### src/rtl/vote_booth_arbiter_if.sv
// Booth-side request/response bundle shared by all booths of the arbiter.
interface vote_booth_arbiter_if #(
    parameter int NUM_BOOTHS = 4,
    parameter int ID_W       = 4,
    parameter int CAND_W     = 1
);
    logic [NUM_BOOTHS-1:0]        booth_req;
    logic [NUM_BOOTHS*ID_W-1:0]   booth_id;
    logic [NUM_BOOTHS*CAND_W-1:0] booth_cand;
    logic [NUM_BOOTHS-1:0]        booth_ack;
    logic [1:0]                   resp_status;

    modport master (
        output booth_req,
        output booth_id,
        output booth_cand,
        input  booth_ack,
        input  resp_status
    );

    modport slave (
        input  booth_req,
        input  booth_id,
        input  booth_cand,
        output booth_ack,
        output resp_status
    );
endinterface

### src/rtl/vote_booth_arbiter.sv
// Round-robin vote arbiter with ID registry and tallies.
// TALLY_SATURATE_EN: counters saturate instead of wrapping.
module vote_booth_arbiter #(
    parameter int NUM_BOOTHS = 4,
    parameter int ID_W       = 4,
    parameter int MAX_ID     = 9,
    parameter int CAND_W     = 1,
    parameter int CNT_W      = 8
) (
    input  logic                 clk,
    input  logic                 reset,
    vote_booth_arbiter_if.slave  bus,
    input  logic                 election_open,
    input  logic [CAND_W-1:0]    tally_sel,
    output logic [CNT_W-1:0]     tally_count,
    output logic [CNT_W-1:0]     total_votes,
    output logic                 busy
);
    localparam int IDX_W    = $clog2(NUM_BOOTHS);
    localparam int NUM_IDS  = 2**ID_W;
    localparam int NUM_CAND = 2**CAND_W;

    localparam logic [1:0] ST_OK     = 2'b00;
    localparam logic [1:0] ST_DUP    = 2'b01;
    localparam logic [1:0] ST_BAD    = 2'b10;
    localparam logic [1:0] ST_CLOSED = 2'b11;

    typedef enum logic [1:0] {
        IDLE,
        CHECK,
        COMMIT,
        RESP
    } state_t;

    state_t               state, state_d;
    logic [IDX_W-1:0]     rr_ptr, grant, pick;
    logic [IDX_W:0]       idx;
    logic                 found;
    logic [ID_W-1:0]      lat_id;
    logic [CAND_W-1:0]    lat_cand;
    logic [1:0]           status, status_d, resp_q;
    logic [NUM_IDS-1:0]   used;
    logic [CNT_W-1:0]     tally [NUM_CAND];

    function automatic logic [CNT_W-1:0] bump(
        input logic [CNT_W-1:0] v
    );
`ifdef TALLY_SATURATE_EN
        return (v == '1) ? v : v + 1'b1;
`else
        return v + 1'b1;
`endif
    endfunction

    // first requester at or after rr_ptr, wrapping
    always_comb begin
        pick  = '0;
        found = 1'b0;
        idx   = '0;
        for (int i = 0; i < NUM_BOOTHS; i++) begin
            idx = {1'b0, rr_ptr} + (IDX_W+1)'(i);
            if (idx >= (IDX_W+1)'(NUM_BOOTHS))
                idx = idx - (IDX_W+1)'(NUM_BOOTHS);
            if (!found && bus.booth_req[idx[IDX_W-1:0]]) begin
                found = 1'b1;
                pick  = idx[IDX_W-1:0];
            end
        end
    end

    always_comb begin
        status_d = ST_OK;
        if (!election_open)
            status_d = ST_CLOSED;
        else if (32'(lat_id) > MAX_ID)
            status_d = ST_BAD;
        else if (used[lat_id])
            status_d = ST_DUP;
    end

    always_ff @(posedge clk or posedge reset) begin
        if (reset)
            state <= IDLE;
        else
            state <= state_d;
    end

    always_comb begin
        state_d = state;
        unique case (state)
            IDLE:    if (found) state_d = CHECK;
            CHECK:   state_d = COMMIT;
            COMMIT:  state_d = RESP;
            RESP:    state_d = IDLE;
            default: state_d = IDLE;
        endcase
    end

    always_comb begin
        bus.booth_ack = '0;
        if (state == RESP)
            bus.booth_ack[grant] = 1'b1;
    end

    assign bus.resp_status = resp_q;
    assign busy            = (state != IDLE);

    always_ff @(posedge clk or posedge reset) begin
        if (reset) begin
            rr_ptr      <= '0;
            grant       <= '0;
            lat_id      <= '0;
            lat_cand    <= '0;
            status      <= ST_OK;
            resp_q      <= ST_OK;
            used        <= '0;
            total_votes <= '0;
            tally_count <= '0;
            for (int c = 0; c < NUM_CAND; c++)
                tally[c] <= '0;
        end else begin
            tally_count <= tally[tally_sel];
            unique case (state)
                IDLE: begin
                    if (found) begin
                        grant    <= pick;
                        lat_id   <= bus.booth_id[pick*ID_W +: ID_W];
                        lat_cand <= bus.booth_cand[pick*CAND_W +: CAND_W];
                    end
                end
                CHECK: status <= status_d;
                COMMIT: begin
                    resp_q <= status;
                    if (status == ST_OK) begin
                        used[lat_id]    <= 1'b1;
                        tally[lat_cand] <= bump(tally[lat_cand]);
                        total_votes     <= bump(total_votes);
                    end
                end
                RESP: begin
                    if (grant == IDX_W'(NUM_BOOTHS-1))
                        rr_ptr <= '0;
                    else
                        rr_ptr <= grant + 1'b1;
                end
                default: ;
            endcase
        end
    end
endmodule

### src/flat_wrapper.sv
// flat-port wrapper written by rule: the top's interface ports become plain ports
module vote_booth_arbiter_flat 
#(
    parameter int NUM_BOOTHS = 4,
    parameter int ID_W       = 4,
    parameter int MAX_ID     = 9,
    parameter int CAND_W     = 1,
    parameter int CNT_W      = 8
)
  (clk, reset, election_open, tally_sel, tally_count, total_votes, busy, bus_booth_req, bus_booth_id, bus_booth_cand, bus_booth_ack, bus_resp_status);
  vote_booth_arbiter_if #(.NUM_BOOTHS(NUM_BOOTHS), .ID_W(ID_W), .CAND_W(CAND_W)) bus_i ();
  input  logic clk;
  input  logic reset;
  input  logic election_open;
  input  logic [CAND_W-1:0] tally_sel;
  output logic [CNT_W-1:0] tally_count;
  output logic [CNT_W-1:0] total_votes;
  output logic busy;
  input wire logic [$bits(bus_i.booth_req)-1:0] bus_booth_req;
  input wire logic [$bits(bus_i.booth_id)-1:0] bus_booth_id;
  input wire logic [$bits(bus_i.booth_cand)-1:0] bus_booth_cand;
  output wire logic [$bits(bus_i.booth_ack)-1:0] bus_booth_ack;
  output wire logic [$bits(bus_i.resp_status)-1:0] bus_resp_status;
  assign bus_i.booth_req = bus_booth_req;
  assign bus_i.booth_id = bus_booth_id;
  assign bus_i.booth_cand = bus_booth_cand;
  assign bus_booth_ack = bus_i.booth_ack;
  assign bus_resp_status = bus_i.resp_status;
  vote_booth_arbiter #(.NUM_BOOTHS(NUM_BOOTHS), .ID_W(ID_W), .MAX_ID(MAX_ID), .CAND_W(CAND_W), .CNT_W(CNT_W)) u_core (.clk(clk), .reset(reset), .bus(bus_i), .election_open(election_open), .tally_sel(tally_sel), .tally_count(tally_count), .total_votes(total_votes), .busy(busy));
endmodule
### config.mk
export PLATFORM = sky130hd
export DESIGN_NAME = vote_booth_arbiter_flat
export DESIGN_NICKNAME = d
export VERILOG_FILES = /design/src/rtl/vote_booth_arbiter_if.sv /design/src/rtl/vote_booth_arbiter.sv /design/src/flat_wrapper.sv
export SDC_FILE = /design/constraint.sdc
export NUM_CORES = 1
export LEC_CHECK = 0
export ABC_AREA = 1
export CAP_MARGIN = 5
export CORE_UTILIZATION = 48
export CTS_CLUSTER_DIAMETER = 40
export DETAILED_ROUTE_END_ITERATION = 10
export PLACE_DENSITY = 0.86
export SYNTH_ARGS = -nofsm -noshare
export SYNTH_HDL_FRONTEND = slang
export SYNTH_SLANG_ARGS = --single-unit
### constraint.sdc
create_clock -name clk -period 1.8 [get_ports clk]
set_input_delay 0.18 -clock clk [delete_from_list [all_inputs] [get_ports clk]]
set_output_delay 0.18 -clock clk [all_outputs]
set_load 0.01 [all_outputs]
==> After elaboration in Yosys (flattened, before gate mapping) <==
Index checks and enable logic that the tools add are counted.
{ "classes": {"reduce_logical": 14, "mux": 42, "n_bitwise": 3, "magnitude_cmp": 16, "eq_ne": 5, "shift": 2, "n_addsub": 10} }
{ "op_table": {"columns": ["op", "n"], "rows": [
  ["8-bit two-way mux", 7],
  ["2-bit two-way mux", 12],
  ["8-bit by 1-bit adder with 8-bit output (second input constant)", 2],
  ["16-bit bitwise mux", 1],
  ["16-bit bitwise OR", 1],
  ["16-bit by 5-bit variable part select with 4-bit output", 1],
  ["2-bit by 3-bit < comparator with 1-bit output (second input constant)", 5],
  ["1-bit two-way mux", 12],
  ["3-bit >= comparator (second input constant)", 3],
  ["1-bit binary-select mux with 2-bit select", 4],
  ["8-bit demux with 1-bit select", 1],
  ["2-bit case mux with 4 select lines", 1],
  ["2-bit by 1-bit subtractor with 2-bit output (second input constant)", 4],
  ["2-bit by 2-bit adder with 3-bit output (second input constant)", 2],
  ["2-bit equality test (second input constant)", 3],
  ["1-bit logical AND", 6],
  ["4-bit by 5-bit < comparator with 1-bit output (second input constant)", 1],
  ["1-bit binary-select mux with 4-bit select", 1],
  ["1-bit demux with 4-bit select", 1],
  ["2-bit >= comparator (second input constant)", 2],
  ["4-bit by 1-bit >= comparator with 1-bit output (second input constant)", 1],
  ["4-bit greater-than comparator (second input constant)", 1],
  ["2-bit zero test", 2],
  ["4-bit two-way mux", 1],
  ["other kinds (13)", 17]
]} }
{ "totals": {"output_inout_bits": 23, "in_bits": 28, "reg_bits": 63} }

==> Logic depth before layout (Yosys ltp) <==
Gate-level depths: netlist of run 1.
{ "depth": {"ltp_word": 16, "mapped_depth": 15, "depth_no_buf": 14} }

==> Worst setup path after synthesis of run 1 <==
OpenSTA, ideal clock, no wires.
{ "synth_path": {"kind": "flip-flop to flip-flop", "start": "reg u_core.state[0]", "end": "reg u_core.tally[10] (netlist name)", "arrival_ps": 1679, "t_required_ps": 1670, "path_buffers": 2, "setup_time_ps": 130, "path_stages_with_launch": 11, "path_slack_ps": -10, "synth_period_minus_slack_ps": 1810, "path_cell_list": "dfrtp_1 > inv_1 > ha_1 > inv_1 > nor2_1 > nand2_1 > or2_2 > clkbuf_1 > clkbuf_1 > nand2_1 > o21ai_0"} }
{ "synth_via": {"elab_chain_cells": 2} }
{ "synth_lines": {"columns": ["element", "line", "rtl"], "rows": [
  ["from (decl)", "vote_booth_arbiter.sv:35", "state_t state, state_d;"],
  ["from (signal assigned)", "vote_booth_arbiter.sv:85", "state <= state_d;"],
  ["2-bit equality test", "vote_booth_arbiter.sv:123", "unique case (state)"],
  ["2-bit AND reduction (no line)", null, null],
  ["to (signal, indexed assignment)", "vote_booth_arbiter.sv:136", "tally[lat_cand] <= bump(tally[lat_cand]);"],
  ["to (decl)", "vote_booth_arbiter.sv:43", "logic [CNT_W-1:0] tally [NUM_CAND];"]
]} }
No other way between the ends.
A chain may end at the register's enable or synchronous reset.

==> Worst setup path in the final report of run 1 <==
{ "layout_path": {"start": "reg u_core.rr_ptr[0]", "end": "reg u_core.lat_id[1]"} }
{ "layout_via": {"elab_chain_cells": 15} }
{ "layout_lines": {"columns": ["element", "line", "rtl"], "rows": [
  ["from (decl)", "vote_booth_arbiter.sv:36", "logic [IDX_W-1:0] rr_ptr, grant, pick;"],
  ["from (signal assigned)", "vote_booth_arbiter.sv:144", "rr_ptr <= grant + 1'b1;"],
  ["branches (longest 15 deep; another with 2-bit by 1-bit adder with 3-bit output)", null, null],
  ["to (signal assigned)", "vote_booth_arbiter.sv:127", "lat_id <= bus.booth_id[pick*ID_W +: ID_W];"],
  ["to (decl)", "vote_booth_arbiter.sv:39", "logic [ID_W-1:0] lat_id;"]
]} }
Several ways; the timed one is not identified. The select of a mux whose other input is x is not followed.

==> results of run 1 <==
==> worst max-delay path by stage <==
| stage | end | slack (ns) |
|---|---|---|
| 3_5_place_dp | u_core.lat_id[2] | -0.09 |
| 2_1_floorplan | u_core.tally[10] | 0.02 |
| 6_report | u_core.lat_id[1] | -0.12 |
| 4_1_cts | bus_booth_ack[1] | 0.003 |
| 3_3_place_gp | u_core.lat_cand | -0.007 |
| 5_1_grt | u_core.lat_id[1] | -0.17 |
==> per-stage QoR <==
stage	util, %	hold WS [ns]	worst slack (ns)	power, mW	std cells
after floorplan	-	0.287	0.0237	4.38	408
after global placement	60.3	0.439	-0.00696	5.10	538
after detailed placement	60.3	0.446	-0.0905	5.24	538
after CTS	63.4	0.220	0.00253	6.38	555
after global routing	67.1	0.241	-0.173	7.69	564
final	67.1	0.194	-0.115	7.16	564
==> registers in the layout, indices dropped and copies added (netlist names) <==
| signal | count |
|---|---|
| u_core.bus.resp_status | 2 |
| u_core.grant | 2 |
| u_core.lat_cand | 1 |
| u_core.lat_id | 4 |
| u_core.rr_ptr | 2 |
| u_core.state | 2 |
| u_core.status | 2 |
| u_core.tally | 16 |
| u_core.tally_count | 8 |
| u_core.total_votes | 8 |
| u_core.used | 12 |
==> worst max-delay path: cells and delay by family, from the launching register on <==
family	cells	cell delay [ns]
buf+inv	2	0.27
flops	1	0.46
simple gates	12	1.10
==> cell type report <==
class,instances,area share (%)
Tap cell,77,2.23
Timing Repair Buffer,71,16.1
Timing Repair inverter,1,0.174
Multi-Input combinational cell,275,37.2
Clock inverter,4,0.580
Inverter,65,5.77
Sequential cell,59,34.3
Clock buffer,12,3.60
==> layout by cell type (no fill, tap or decap), drive strengths merged <==
master / netlist / final
nor2: 27 / 27
clkinvlp: 0 / 3
o21ai: 46 / 46
a22oi: 1 / 1
ha: 11 / 11
clkdlybuf4s50: 0 / 45
xor2: 8 / 8
buf: 5 / 21
o21bai: 2 / 2
o21a: 1 / 1
or2: 3 / 3
a21oi: 10 / 10
nand2: 128 / 129
inv: 65 / 65
xnor2: 5 / 5
o221ai: 1 / 1
nand4: 1 / 1
dlygate4sd2: 0 / 3
nand3: 23 / 23
nand3b: 2 / 2
clkinv: 0 / 2
o22ai: 4 / 4
and3b: 1 / 1
dfrtp: 59 / 59
clkbuf: 5 / 12
dlymetal6s2s: 0 / 2
==> power groups by stage <==
stage	logic [mW]	clock network (mW)	registers (mW)
after detailed placement	3.16	0	2.08
after global routing	4.39	1.15	2.15
after global placement	3.04	0	2.06
final	3.98	1.08	2.10
after floorplan	2.34	0	2.03
after CTS	3.22	1.09	2.07
==> cell usage after synthesis (all sizes together) <==
library cell and n:
nand2 128, inv 65, dfrtp 59, o21ai 46
nor2 27, nand3 23, ha 11, a21oi 10
xor2 8, buf 5, clkbuf 5, xnor2 5
o22ai 4, or2 3, nand3b 2, o21bai 2
a22oi 1, and3b 1, nand4 1, o21a 1
o221ai 1
==> metal layers <==
metal / part of all wire (%) / GRT usage, % / wire, um
met1: 42 / 24.6 / 3090
met2: 51 / 35.2 / 3750
met3: 4.4 / 4.06 / 318
met5: 0 / 0 / 0
met4: 1.7 / 8.31 / 123
==> kinds of logic after synthesis <==
| logic type | after synthesis |
|---|---|
| fa+ha+maj | 11 |
| xor+xnor | 13 |
| compound gates | 65 |
| simple gates | 185 |
| buf+inv | 75 |
| flops | 59 |
==> timing repair <==
item	CTS	global route
pin swaps	0	9
gates cloned	0	2
endpoints found under the setup margin	7	28
gates resized for setup	7	54
buffers inserted	1	7
==> results_dict.tcl, run 1 <==
set metrics [dict create \
    synthAdderAreaFrac_pct 4.28 \
    antenna_found_initial 0 \
    initial_core_util_pct 50.1 \
    drive_gt1_share_pct 19.9 \
    regToRegEndpoint "u_core.lat_id[1]" \
    path_class "reg -> reg" \
    grt_max_degree 60 \
    n_antenna_cell 0 \
    boundaryPins 51 \
    htreeDepth 3 \
    clk_latency_ns 0.34 \
    netSwitchingFraction_pct 44.8 \
    via_count 2899 \
    yosys_warnings 0 \
    synth_xor_area_share_pct 3.54 \
    place_area_um2 3870 \
    numCtsBuffers 9 \
    crit_slowest_cell "dfrtp_2" \
    register_area_um2 1480 \
    worstMarginPinSlew_ns 0.535 \
    reg2reg_depth 14 \
    num_rows 29 \
    max_freq_mhz 522 \
    p_per_area_nw_per_um2 1660 \
    grt_usage_pct 20.3 \
    drt-initial-drc-count 167 \
    setup_tns_ns -0.283 \
    yosysUniqueCellTypes 30 \
    synth_mux_area_share_pct 0 \
    netlist_area_um2 3220 \
    cp-end-kind "register" \
    fin_nets 521 \
    grt_pass1_wl_um 11500 \
    dpl.hpwl_um 4610 \
    reg2reg_slack_ns -0.12 \
    synth_seq_cells 59 \
    seq_power_share_pct 29.3 \
    path_max_fanout 5 \
    syn_area_per_cell_um2 7.89 \
    crit_path_frequent_cell "nand2_1" \
    net-switching-power_mw 3.21 \
    routed_wl_um 7280 \
    portBuffers 50 \
    root_buffer "clkbuf_8" \
    finalSetupViolations 4 \
    synthSimpleGateAreaFrac_pct 26.1 \
    fillers 466 \
    violations "DRC, setup timing" \
    cts_hold_buf 0 \
    grt_setup_unrepaired "true" \
    die-area_um2 7040 \
    final_max_slew_viol_count 0 \
    area_delta_synth_final_pct 34.0 \
    grt_pass1_vias 2686 \
    drc 6 \
    clock_sinks 59 \
    vdd_drop_max_mv 1.00 \
    antenna_left 0 \
    pwr-share-clk_pct 15.1 \
    synth_top_area_share_pct 45.9 \
    required_ns 2.07 \
    cpPeakStageDelay_ns 0.46 \
    arrival_ns 2.19 \
    cts_tree "yes" \
    core_area_um2 6420 \
    drt_first_pass_iters 7 \
    crit_chain "inv_2, nand2_1, nand2_4, nand2_1, nand2_2, nor2_1, nor2_2, nand2_8, buf_4, nand3_1, nand3_1, nand2_1, nand2_1, nand2_1" \
    die_w_um 83.9 \
    r2r_start "u_core.rr_ptr[0]" \
    crit_start "u_core.rr_ptr[0]" \
    wl_per_cell_um 12.9 \
    maxSlewHeadroom_pct 64.2 \
    final_area_um2 4310 \
    fin_crit_sh_pct 106 \
    synth_area_leader_cell "dfrtp_1" \
    cts_buffer_depth 2 \
    pwr-share-comb_pct 55.6 \
    synth_top_family_by_area "simple AND/OR/NAND/NOR gates" \
    multi_input_area_um2 1600 \
    finalWorstSetupSlack_ns -0.115 \
    gr-total-overflow 0 \
    status "finished, violations left" \
    skew_ns 0.00602 \
    cap_violations 0 \
    clk_pin_slew_worst_paths_ns 0.07 \
    power_leakage_nw 2.14 \
    die_h_um 83.9 \
    startpoint_type "register" \
    report.final.hold_viol_count 0 \
    synth_area_leaders "dfrtp_1 46%, nand2_1 14%, inv_1 7.0%, o21ai_0 5.9%, ha_1 4.3%" \
    gp_congestion 0.879 \
    hp-class "in -> async" \
    syn-num-nets 447 \
    yosysSeqAreaShare_pct 45.9 \
    period_minus_slack_ns 1.92 \
    viasPerCell 5.14 \
    synth_compound_area_share_pct 10.7 \
    syn-instance-count 408 \
    p_int_mw 3.95 \
]
(Power assumes the default switching activity.)
==> run 2: changes to the inputs <==
CAP_MARGIN = unset   (was 5)
SLEW_MARGIN = 30   (was unset)
==> results of run 2 <==
No change in the layout: final DEF, timing and power equal those of run 1.
==> run 3: changes to the inputs <==
==> constraint.sdc (replaced) <==
create_clock -name clk -period 1.56 [get_ports clk]
set_input_delay 0.156 -clock clk [delete_from_list [all_inputs] [get_ports clk]]
set_output_delay 0.156 -clock clk [all_outputs]
set_load 0.02 [all_outputs]
==> results_dict.tcl, run 3 (synthesized netlist as in run 1, its figures left out) <==
set metrics [dict create \
    wl_per_cell_um 13.2 \
    cp-end-kind "register" \
    path_class "reg -> reg" \
    fin_nets 541 \
    area_delta_synth_final_pct 38.8 \
    core_area_um2 6420 \
    cp_top_family "simple AND/OR/NAND/NOR gates" \
    die-area_um2 7040 \
    period_minus_slack_ns 1.81 \
    path_max_fanout 9 \
    drc 2 \
    violations "DRC, setup timing" \
    htreeDepth 3 \
    power_leakage_nw 2.30 \
    report.final.hold_viol_count 0 \
    worstMarginPinSlew_ns 0.553 \
    cts_tree "yes" \
    root_buffer "clkbuf_8" \
    routed_wl_um 7700 \
    grt_setup_unrepaired "true" \
    grt_pass1_wl_um 12500 \
    top_regs "u_core.tally x16, u_core.used x12" \
    num_rows 29 \
    gp_congestion 0.911 \
    mostFrequentLayoutCell "nand2_1" \
    grt_pass1_vias 2835 \
    fillers 464 \
    top_register "u_core.tally" \
    max_freq_mhz 554 \
    via_count 2963 \
    drt_first_pass_iters 7 \
    grt_usage_pct 22.4 \
    final_cell_mix "102 x nand2_1, 56 x dfrtp_1, 55 x inv_1, 41 x clkdlybuf4s50_1, 36 x buf_4" \
    cpPeakStageDelay_ns 0.47 \
    numCtsBuffers 9 \
    finalSetupViolations 18 \
    worst_hold_slack_ns 0.127 \
    initial_core_util_pct 50.1 \
    reg2reg_slack_ns -0.25 \
    boundaryPins 51 \
    multi_input_area_um2 1600 \
    final_max_slew_viol_count 0 \
    antenna_found_initial 0 \
    crit_chain "inv_4, nand2_1, nand3_2, nand2_4, nor2_8, nand3_4, nand2_4, buf_4, nand3b_1, nand3_1, nand2_1, nand2_1, nand2_1" \
    finalWorstSetupSlack_ns -0.246 \
    startpoint_type "register" \
    clock_sinks 59 \
    dp_worst_setup_slack_ns -0.314 \
    clk_pin_slew_worst_paths_ns 0.06 \
    vdd_drop_max_mv 1.23 \
    maxSlewHeadroom_pct 63.0 \
    fin_crit_sh_pct 116 \
    register_area_um2 1480 \
    crit_path_frequent_cell "nand2_1" \
    dpl.hpwl_um 5290 \
    crit_slowest_cell "dfrtp_2" \
    cp_num_buf_inv 2 \
    required_ns 1.78 \
    cap_violations 0 \
    hp-class "in -> async" \
    reg2reg_depth 13 \
    cts_hold_buf 0 \
    status "finished, violations left" \
    drt-initial-drc-count 200 \
    cts_buffer_depth 2 \
    skew_ns 0.00491 \
    largest_reg_flops 16 \
    grt_max_degree 48 \
    regToRegEndpoint "u_core.lat_id[1]" \
    arrival_ns 2.03 \
    clk_latency_ns 0.34 \
    die_w_um 83.9 \
    gr-total-overflow 0 \
    portBuffers 50 \
    viasPerCell 5.08 \
    n_antenna_cell 0 \
    drive_gt1_share_pct 23.3 \
    die_h_um 83.9 \
    r2r_start "u_core.rr_ptr[0]" \
    setup_tns_ns -2.56 \
    p_per_area_nw_per_um2 1900 \
    antenna_left 0 \
]
==> run 3: changes by cell type in the layout (fill, tap and decap cells not counted), moves of 3 or more <==
| cell | before | now |
|---|---|---|
| buf_4 | 16 | 36 |
| o21ai_1 | 9 | 20 |
| o21ai_0 | 34 | 25 |
| buf_2 | 0 | 5 |
| nand2_4 | 7 | 12 |
| clkdlybuf4s50_1 | 45 | 41 |
| nor2_2 | 8 | 4 |
| dlygate4sd2_1 | 3 | 0 |
| nand2_1 | 105 | 102 |
==> run 3: through the flow <==
step	cell area, um^2	power, mW	std cells	util [%]
floorplan	3310	5.34	408	-
global placement	4140	6.60	560	64.5
detailed placement	4140	6.84	560	64.5
CTS	4330	8.12	580	67.5
global route	4470	9.11	583	69.5
finish	4470	8.49	583	69.5
==> run 3: how the worst max path moves through the flow <==
| stage | startpoint | end | slack (ns) | cells past startpoint |
|---|---|---|---|---|
| 2_1_floorplan | u_core.state[0] | u_core.tally[12] | -0.04 | 10 |
| 3_3_place_gp | bus_booth_req[0] | u_core.lat_id[2] | -0.25 | 14 |
| 3_5_place_dp | bus_booth_req[2] | u_core.lat_id[3] | -0.31 | 13 |
| 4_1_cts | u_core.rr_ptr[0] | u_core.lat_cand | -0.19 | 13 |
| 5_1_grt | u_core.rr_ptr[0] | u_core.lat_cand | -0.38 | 13 |
| 6_report | u_core.rr_ptr[0] | u_core.lat_id[1] | -0.25 | 13 |
==> run 3: area by class of cell <==
| class | count | share of cell area (%) |
|---|---|---|
| Sequential cell | 59 | 33.1 |
| Tap cell | 77 | 2.16 |
| Multi-Input combinational cell | 275 | 35.9 |
| Inverter | 65 | 5.66 |
| Clock buffer | 12 | 3.25 |
| Timing Repair Buffer | 92 | 19.5 |
| Clock inverter | 3 | 0.336 |
==> run 3: power breakdown <==
part / total [mW] / switching [mW] / internal, mW / leakage (nW)
registers: 2.47 / 0.439 / 2.03 / 0.767
clock network: 1.16 / 0.557 / 0.602 / 0.0860
logic: 4.87 / 2.76 / 2.10 / 1.45
total: 8.49 / 3.76 / 4.73 / 2.30
==> run 3: timing repair <==
item                                    CTS  global route
endpoints found under the setup margin   30            44
gates cloned                              1             1
pin swaps                                 1             3
resized for setup                        28            37
buffers inserted                          4             2
==> run 3: worst register-to-register path, cell delays in order (launching register included) <==
cell      delay, ns
dfrtp_2        0.47
inv_4          0.12
nand2_1        0.10
nand3_2        0.12
nand2_4        0.09
nor2_8         0.15
nand3_4        0.09
nand2_4        0.09
buf_4          0.12
nand3b_1       0.06
nand3_1        0.08
nand2_1        0.06
nand2_1        0.07
nand2_1        0.06
==> run 3: routing by layer <==
layer / share of wire (%) / GRT usage [%] / wire length (um) / up-vias
met4: 3.4 / 11.4 / 261 / 0
met5: 0 / 0 / 0 / -
met1: 42 / 26.8 / 3260 / 1378
li1: - / - / - / 1460
met3: 3.9 / 3.46 / 303 / 27
met2: 50 / 39.0 / 3880 / 98
